### src/rtl/alu_seq_pkg.sv
// rtl/alu_seq_pkg.sv - op codes, FSM states and default width for alu_seq
package alu_seq_pkg;

  localparam int ALU_SEQ_W = 8;

  typedef enum logic [2:0] {
    OP_XOR  = 3'd0,
    OP_ADD  = 3'd1,
    OP_SUB  = 3'd2,
    OP_AND  = 3'd3,
    OP_OR   = 3'd4,
    OP_DIV  = 3'd5,
    OP_MOD  = 3'd6,
    OP_RSVD = 3'd7
  } op_e;

  typedef enum logic [1:0] {
    ST_IDLE = 2'd0,
    ST_CALC = 2'd1,
    ST_DONE = 2'd2
  } state_e;

  // DIV and MOD share the iterative divider
  function automatic logic is_divmod(input logic [2:0] op);
    return (op == OP_DIV) || (op == OP_MOD);
  endfunction

endpackage

### src/rtl/alu_seq_div.sv
// rtl/alu_seq_div.sv - restoring divider, one quotient bit per step
module alu_seq_div
  import alu_seq_pkg::*;
#(
  parameter int W = ALU_SEQ_W
) (
  input  logic         clk,
  input  logic         rst_n,
  input  logic         load,
  input  logic         step,
  input  logic [W-1:0] dividend,
  input  logic [W-1:0] divisor,
  // values after the step taken this cycle; valid on the final step
  output logic [W-1:0] quotient,
  output logic [W-1:0] remainder
);

  logic [W-1:0] r_rem;
  logic [W-1:0] r_quo;
  logic [W-1:0] r_dvs;
  logic [W:0]   w_trial;
  logic         w_fit;
  logic [W-1:0] w_rem_nxt;
  logic [W-1:0] w_quo_nxt;

  // shift the next dividend bit into the partial remainder and try a subtract
  always_comb begin
    w_trial   = {r_rem, r_quo[W-1]} - {1'b0, r_dvs};
    w_fit     = ~w_trial[W];
    w_rem_nxt = w_fit ? w_trial[W-1:0] : {r_rem[W-2:0], r_quo[W-1]};
    w_quo_nxt = {r_quo[W-2:0], w_fit};
  end

  assign quotient  = w_quo_nxt;
  assign remainder = w_rem_nxt;

  // dividend bits are consumed from r_quo as quotient bits shift in
  always_ff @(posedge clk or negedge rst_n) begin
    if (!rst_n) begin
      r_rem <= '0;
      r_quo <= '0;
      r_dvs <= '0;
    end else if (load) begin
      r_rem <= '0;
      r_quo <= dividend;
      r_dvs <= divisor;
    end else if (step) begin
      r_rem <= w_rem_nxt;
      r_quo <= w_quo_nxt;
    end
  end

endmodule

### src/rtl/alu_seq.sv
// rtl/alu_seq.sv - sequential ALU with iterative DIV/MOD; ALU_SEQ_FLAGS_EN enables flags
module alu_seq
  import alu_seq_pkg::*;
#(
  parameter int W = ALU_SEQ_W
) (
  input  logic         clk,
  input  logic         rst_n,
  input  logic         start,
  input  logic [2:0]   op,
  input  logic [W-1:0] a,
  input  logic [W-1:0] b,
  output logic         busy,
  output logic         done,
  output logic [W-1:0] result,
  output logic [2:0]   flags
);

  localparam int CW = $clog2(W + 1);

  state_e       r_state;
  state_e       w_state_nxt;
  op_e          r_op;
  op_e          w_sel_op;
  logic [CW-1:0] r_cnt;
  logic [W-1:0] r_result;
  logic [W-1:0] w_res;
  logic [W-1:0] w_quo;
  logic [W-1:0] w_rem;
  logic         w_accept;
  logic         w_div_start;
  logic         w_calc;
  logic         w_last;
  logic         w_wr;

`ifdef ALU_SEQ_FLAGS_EN
  logic [W:0]   w_sum;
  logic [W:0]   w_diff;
  assign w_sum  = {1'b0, a} + {1'b0, b};
  assign w_diff = {1'b0, a} - {1'b0, b};
`else
  logic [W-1:0] w_sum;
  logic [W-1:0] w_diff;
  assign w_sum  = a + b;
  assign w_diff = a - b;
`endif

  assign w_accept    = start && (r_state == ST_IDLE);
  assign w_div_start = w_accept && is_divmod(op) && (b != '0);
  assign w_calc      = (r_state == ST_CALC);
  assign w_last      = w_calc && (r_cnt == '0);
  // single-cycle results land on the accept edge, divider results on the last step
  assign w_wr        = (w_accept && !w_div_start) || w_last;
  // the accept edge needs the live op; during CALC the captured op picks DIV or MOD
  assign w_sel_op    = (r_state == ST_IDLE) ? op_e'(op) : r_op;

  assign busy   = (r_state != ST_IDLE);
  assign done   = (r_state == ST_DONE);
  assign result = r_result;

  alu_seq_div #(.W(W)) u_div (
    .clk       (clk),
    .rst_n     (rst_n),
    .load      (w_div_start),
    .step      (w_calc),
    .dividend  (a),
    .divisor   (b),
    .quotient  (w_quo),
    .remainder (w_rem)
  );

  // state register
  always_ff @(posedge clk or negedge rst_n) begin
    if (!rst_n) r_state <= ST_IDLE;
    else        r_state <= w_state_nxt;
  end

  // next state: divide by zero skips CALC, DONE always lasts one cycle
  always_comb begin
    w_state_nxt = r_state;
    case (r_state)
      ST_IDLE: if (w_accept) w_state_nxt = w_div_start ? ST_CALC : ST_DONE;
      ST_CALC: if (r_cnt == '0) w_state_nxt = ST_DONE;
      ST_DONE: w_state_nxt = ST_IDLE;
      default: w_state_nxt = ST_IDLE;
    endcase
  end

  // iteration counter and captured op for the CALC phase
  always_ff @(posedge clk or negedge rst_n) begin
    if (!rst_n) begin
      r_cnt <= '0;
      r_op  <= OP_XOR;
    end else begin
      if (w_accept) r_op <= op_e'(op);
      if (w_div_start)             r_cnt <= CW'(W - 1);
      else if (w_calc && r_cnt != '0) r_cnt <= r_cnt - 1'b1;
    end
  end

  // result multiplexer
  always_comb begin
    w_res = '0;
    case (w_sel_op)
      OP_XOR:  w_res = a ^ b;
      OP_ADD:  w_res = w_sum[W-1:0];
      OP_SUB:  w_res = w_diff[W-1:0];
      OP_AND:  w_res = a & b;
      OP_OR:   w_res = a | b;
      OP_DIV:  w_res = w_calc ? w_quo : '1;
      OP_MOD:  w_res = w_calc ? w_rem : a;
      OP_RSVD: w_res = '0;
      default: w_res = '0;
    endcase
  end

  // result register
  always_ff @(posedge clk or negedge rst_n) begin
    if (!rst_n)    r_result <= '0;
    else if (w_wr) r_result <= w_res;
  end

`ifdef ALU_SEQ_FLAGS_EN
  logic       w_carry;
  logic       w_dz;
  logic [2:0] r_flags;

  // carry/borrow from the wide add/sub, dz only for the skipped-divide path
  always_comb begin
    w_carry = 1'b0;
    w_dz    = 1'b0;
    case (w_sel_op)
      OP_ADD:  w_carry = w_sum[W];
      OP_SUB:  w_carry = w_diff[W];
      OP_DIV,
      OP_MOD:  w_dz = !w_calc;
      default: w_carry = 1'b0;
    endcase
  end

  // flags register, written together with the result
  always_ff @(posedge clk or negedge rst_n) begin
    if (!rst_n)    r_flags <= '0;
    else if (w_wr) r_flags <= {w_dz, w_carry, (w_res == '0)};
  end

  assign flags = r_flags;
`else
  assign flags = 3'b000;
`endif

endmodule
### config.mk
export PLATFORM = sky130hd
export DESIGN_NAME = alu_seq
export DESIGN_NICKNAME = d
export VERILOG_FILES = /design/src/rtl/alu_seq_pkg.sv /design/src/rtl/alu_seq_div.sv /design/src/rtl/alu_seq.sv
export SDC_FILE = /design/constraint.sdc
export NUM_CORES = 1
export LEC_CHECK = 0
export ABC_AREA = 0
export BUFFER_PORTS_ARGS = -buffer_cell sky130_fd_sc_hd__buf_2
export CAP_MARGIN = 0
export CORE_MARGIN = 2
export CORE_UTILIZATION = 50
export CTS_BUF_LIST = sky130_fd_sc_hd__clkbuf_16
export CTS_CLUSTER_DIAMETER = 150
export DETAILED_ROUTE_END_ITERATION = 10
export MAX_ROUTING_LAYER = met4
export PLACE_DENSITY = 0.68
export SKIP_LAST_GASP = 1
export SYNTH_ARGS = -nofsm -noshare
export SYNTH_HDL_FRONTEND = slang
export SYNTH_SLANG_ARGS = --single-unit
### constraint.sdc
create_clock -name clk -period 4 [get_ports clk]
set_clock_uncertainty 0.15 [all_clocks]
set_input_delay 0.2 -clock clk [delete_from_list [all_inputs] [get_ports clk]]
set_output_delay 0.2 -clock clk [all_outputs]
set_load 0.02 [all_outputs]
Word level (Yosys, flattened, before mapping)
Cells that the tools add are included.
- $add $sub $neg: 4
- equal/unequal tests: 13
- multiplexer cells: 15
- bitwise logic cells: 4
- reductions and logical operators: 18
- operators with widths (cell ; number):
    one-hot mux 8 bit (8 select lines) ; 1
    2-to-1 mux 8 bit ; 7
    equality test 3 bit, second input constant ; 6
    subtractor 9 x 8 -> 9 bit ; 1
    adder 8 bit ; 1
    AND 8 bit ; 1
    2-to-1 mux 4 bit ; 2
    bitwise OR 8 bit ; 1
    nonzero test 8 bit ; 1
    subtractor 8 bit ; 1
    XOR 8 bit ; 1
    equality test 3 x 2 -> 1 bit, second input constant ; 2
    logical AND 1 bit ; 6
    2-to-1 mux 2 bit ; 3
    nonzero test 2 bit ; 3
    logical NOT 4 bit ; 1
    one-hot mux 2 bit (2 select lines) ; 1
    nonzero test 4 bit ; 1
    subtractor 4 x 1 -> 4 bit, second input constant ; 1
    equality test 3 x 1 -> 1 bit, second input constant ; 1
    logical NOT 3 bit ; 1
    2-to-1 mux 3 bit ; 1
    equality test 2 x 1 -> 1 bit, second input constant ; 1
    equality test 2 bit, second input constant ; 1
    other kinds (7) ; 8
- bits in registers: 41
- input bits: 22
- output and inout bits: 13
- logic and storage cells: 61

Logic depth before layout (Yosys ltp)
- word-level depth: 7
- gate-level depth with buffers: 15
- gate-level depth less buffers: 14

Cells and area by module
From an unflattened synthesis, not the netlist that was laid out.
- cells, all modules: 436
- area total of the unflattened synthesis: 3716.1 µm²
- by module, submodules not included (module ; instances ; cells an instance ; area each (µm²)):
    alu_seq ; 1 ; 262 ; 2139.6
    alu_seq_div ; 1 ; 174 ; 1576.5

Worst setup path after synthesis
OpenSTA, ideal clock, no wires.
- kind: register to register
- from: reg r_state[0]
- to: reg r_result[5] (netlist: result[5])
- data arrival time: 3241 ps
- slack: 475 ps
- cell stages (with the launch flop): 15
- buffers on the path: 1
- cell sequence: dfrtp_1 > buf_2 > nor2_1 > inv_1 > a21oi_1 > nand2b_1 > a21oi_1 > ha_1 > nor2b_1 > o21a_1 > a311oi_1 > xor2_1 > a31oi_1 > nor4b_1 > a21oi_2
- word-level cells in the longest chain between the ends: 7
- RTL lines (element ; line ; source):
    start, declared ; alu_seq.sv:21 ; state_e r_state;
    start signal, assigned ; alu_seq.sv:75 ; else r_state <= w_state_nxt;
    parallel branches: the longest is 7 deep, another holds one-hot mux 8 bit (8 select lines) ; n/a ;
    end signal, assigned ; alu_seq.sv:120 ; else if (w_wr) r_result <= w_res;
    end, declared ; alu_seq.sv:26 ; logic [W-1:0] r_result;
Several ways; the timed one is not identified.
A chain may end at the register's enable or synchronous reset.

Worst setup path in the final report
Same ends and word-level chain as after synthesis.

==> impl_metrics.yaml <==
status:
  outcome: "finished clean"
finish:
  diodes: 0
  layout_commonest_cell: "nand2_1"
  layout.nets: 497
  syn2layout_area_growth_pct: 11.4
  layout-drive-gt1-share_pct: 12.2
  final_cell_mix: "55 x nand2_1, 42 x o21ai_0, 41 x dfrtp_1"
place:
  place_congestion: 0.975
  dp_hpwl_mm: 6.80
  io_buffers: 31
sta:
  whs_ns: 0.0389
  finalSetupViolCount: 0
  fin_setup_tns_ns: 0
  slew_headroom_pct: 39.1
  fmax_mhz: 283
  hold_viol: 0
  worst_pin_slew_ns: 0.913
  min_period_ns: 3.53
  finalCritPeriodShare_pct: 88.3
  slew_viol_final: 0
  rsz0062_at_grt: "no"
power_and_ir_drop:
  switching_share_pct: 47.1
  pwr-share-clk_pct: 14.0
  seq_power_share_pct: 23.5
  switchingPower_mw: 1.56
  combinationalPowerShare_pct: 62.5
  power_mw: 3.31
  p_int_mw: 1.75
  peakVddDrop_v: 0.000395
  powerDensity_nw_per_um2: 879
  p_leak_nw: 1.76
detailed_routing:
  drc_errors: 0
  wl_mm: 8.95
  dr.pass1.iters: 5
  vias: 3108
  wire_per_inst_um: 17.3
  vias_per_cell: 6.00
  final_antenna_net_count: 0
  drt_iter0_drc: 217
setup_path:
  crit_family: "compound AO/OA/AOI/OAI gates"
  worstSetupEndpointType: "flop"
  cp-start-kind: "flop"
  crit_chain: "nor2_1 > inv_1 > a31oi_2 > nand2b_1 > nor2_1 > a21oi_1 > ha_1 > nor2b_1 > o21a_1 > a311oi_1 > xor2_1 > a31oi_1 > nor4b_1 > a21oi_2"
  slowest_stage: "dfrtp_1"
  worstPathRequired_ns: 4.02
  cp.arrival_ns: 3.55
  critPathBufInv: 1
  worst_path_most_repeated_cell: "nor2_1"
  critPathMaxStageDelay_ns: 0.50
  worstSetupPathType: "reg2reg"
  cp_max_fo: 11
logic_synthesis:
  synth_top_area_share_pct: 30.4
  syn_area_per_cell_um2: 8.22
  syn_area_um2: 3380
  ys_top_cells_by_area: "dfrtp_1 30%, ha_1 12%, o21ai_0 6.2%, nand2_1 6.1%, a21oi_1 4.7%"
  synthDistinctLibCells: 57
  syn_inst: 411
  yosysWarnings: 0
  synth-seq-cells: 41
  seq_area_frac_synth_pct: 30.4
  synth_top_area_cell: "dfrtp_1"
  synth_edf_count: 0
  async_reset_ff_share_pct: 100
  synth_flop_cell: "dfrtp_1"
floorplanning:
  fp.coreArea_um2: 6460
  die_w_um: 86.2
  initial_core_util_pct: 52.3
  dieArea_um2: 7430
  rows: 29
  die_h_um: 86.2
  ioPinCount: 35
cts:
  ctsHtreeMaxLevel: 2
  post_cts_resized: 0
  cts_setup_buffers: 0
  postCtsHoldBufs: 1
  clock_path_buffers: 2
  clk_pin_slew_worst_paths_ns: 0.06
  cts_tree: "built"
  clockRootBuffer: "clkbuf_16"
  clkLatencyLatePin_ns: 0.29
  clock_sinks: 41
  cts-buffers-inserted: 5
min_path:
  hold_path_class: "in2reg"
global_route:
  antenna_found_initial: 0
  grt_max_degree: 42
  grt_overflow: 0
  grt.total_usage_pct: 26.4
  grt_pass1_vias: 3034
  grt_pass1_wl_mm: 15.1
flow_run:
  max_cap_viol_count: 0
## worst register-to-register path: cells and delay by family (launching register included)
kind,cells,cell delay [ns]
DFF,1,0.50
and+or+nand+nor,5,1.00
AOI/OAI and AO/OA,6,1.15
adders and majority gates,1,0.28
buffers and inverters,1,0.15
xor gates and xnor gates,1,0.17
## through the flow
stage / worst slack (ns) / instance area, um^2 / std cells / util, %
finish: 0.470 / 3760 / 518 / 58.3
global route: 0.118 / 3760 / 518 / 58.3
detailed placement: 0.498 / 3590 / 509 / 55.6
CTS: 0.481 / 3760 / 518 / 58.3
global placement: 0.627 / 3590 / 509 / 55.6
floorplan: 0.475 / 3390 / 413 / -
## power by group through the flow
| stage | Combinational, mW | Clock, mW | Sequential, mW |
|---|---|---|---|
| global placement | 2.01 | 0 | 0.772 |
| detailed placement | 2.04 | 0 | 0.780 |
| CTS | 2.05 | 0.465 | 0.774 |
| floorplan | 1.55 | 0 | 0.774 |
| finish | 2.07 | 0.463 | 0.777 |
| global route | 2.34 | 0.481 | 0.807 |
## cell usage after synthesis (6+ instances only)
master and count:
o211ai_1 6, nand3_1 7, a21oi_1 32, clkbuf_1 10
a31oi_1 10, dfrtp_1 41, mux2i_1 7, nor2_1 19
o21ai_0 42, ha_1 33, inv_1 33, xnor2_1 12
xor2_1 6, nand2_1 55, nand2b_1 9
## cell type report
cell class / count / area, um^2
Clock inverter: 3 / 41.3
Timing Repair Buffer: 40 / 225
Sequential cell: 41 / 1030
Clock buffer: 5 / 125
Fill cell: 605 / 2690
Inverter: 33 / 124
Tap cell: 77 / 96.3
Multi-Input combinational cell: 319 / 2130
## state kept, by name, indices dropped and copies added, names as in the netlist
register,cells
result,8
u_div.r_dvs,8
u_div.r_quo,8
u_div.r_rem,8
r_cnt,4
r_op,3
r_state,2
## worst paths after layout
check / cells after the start / to / slack (ns) / startpoint
max reg2reg: 14 / result[5] / 0.47 / r_state[0]
min reg2reg: 2 / result[0] / 0.32 / result[0]
min: 2 / r_op[2] / 0.04 / start
min in group asynchronous: 2 / u_div.r_dvs[6] / 0.43 / rst_n
max in group asynchronous: 2 / r_op[0] / 2.70 / rst_n
max: 14 / result[5] / 0.47 / r_state[0]
## logic make-up after synthesis
group | share of synthesized area (%)
AO/OA/AOI/OAI | 24.6
AND/OR/NAND/NOR | 17.0
buffers and inverters | 7.11
flip-flops | 30.4
adder cells (fa/ha/maj) | 13.4
XOR/XNOR | 4.67
multiplexers | 2.74
other | 0.111
## metal layers
metal	vias up	part of all wire [%]	track usage, %
li1	1507	-	-
met1	1457	45	35.6
met2	126	46	40.8
met3	18	6.5	4.67
met4	0	2.6	8.10
met5	-	0	-
Power figures use the tool's default switching activity.
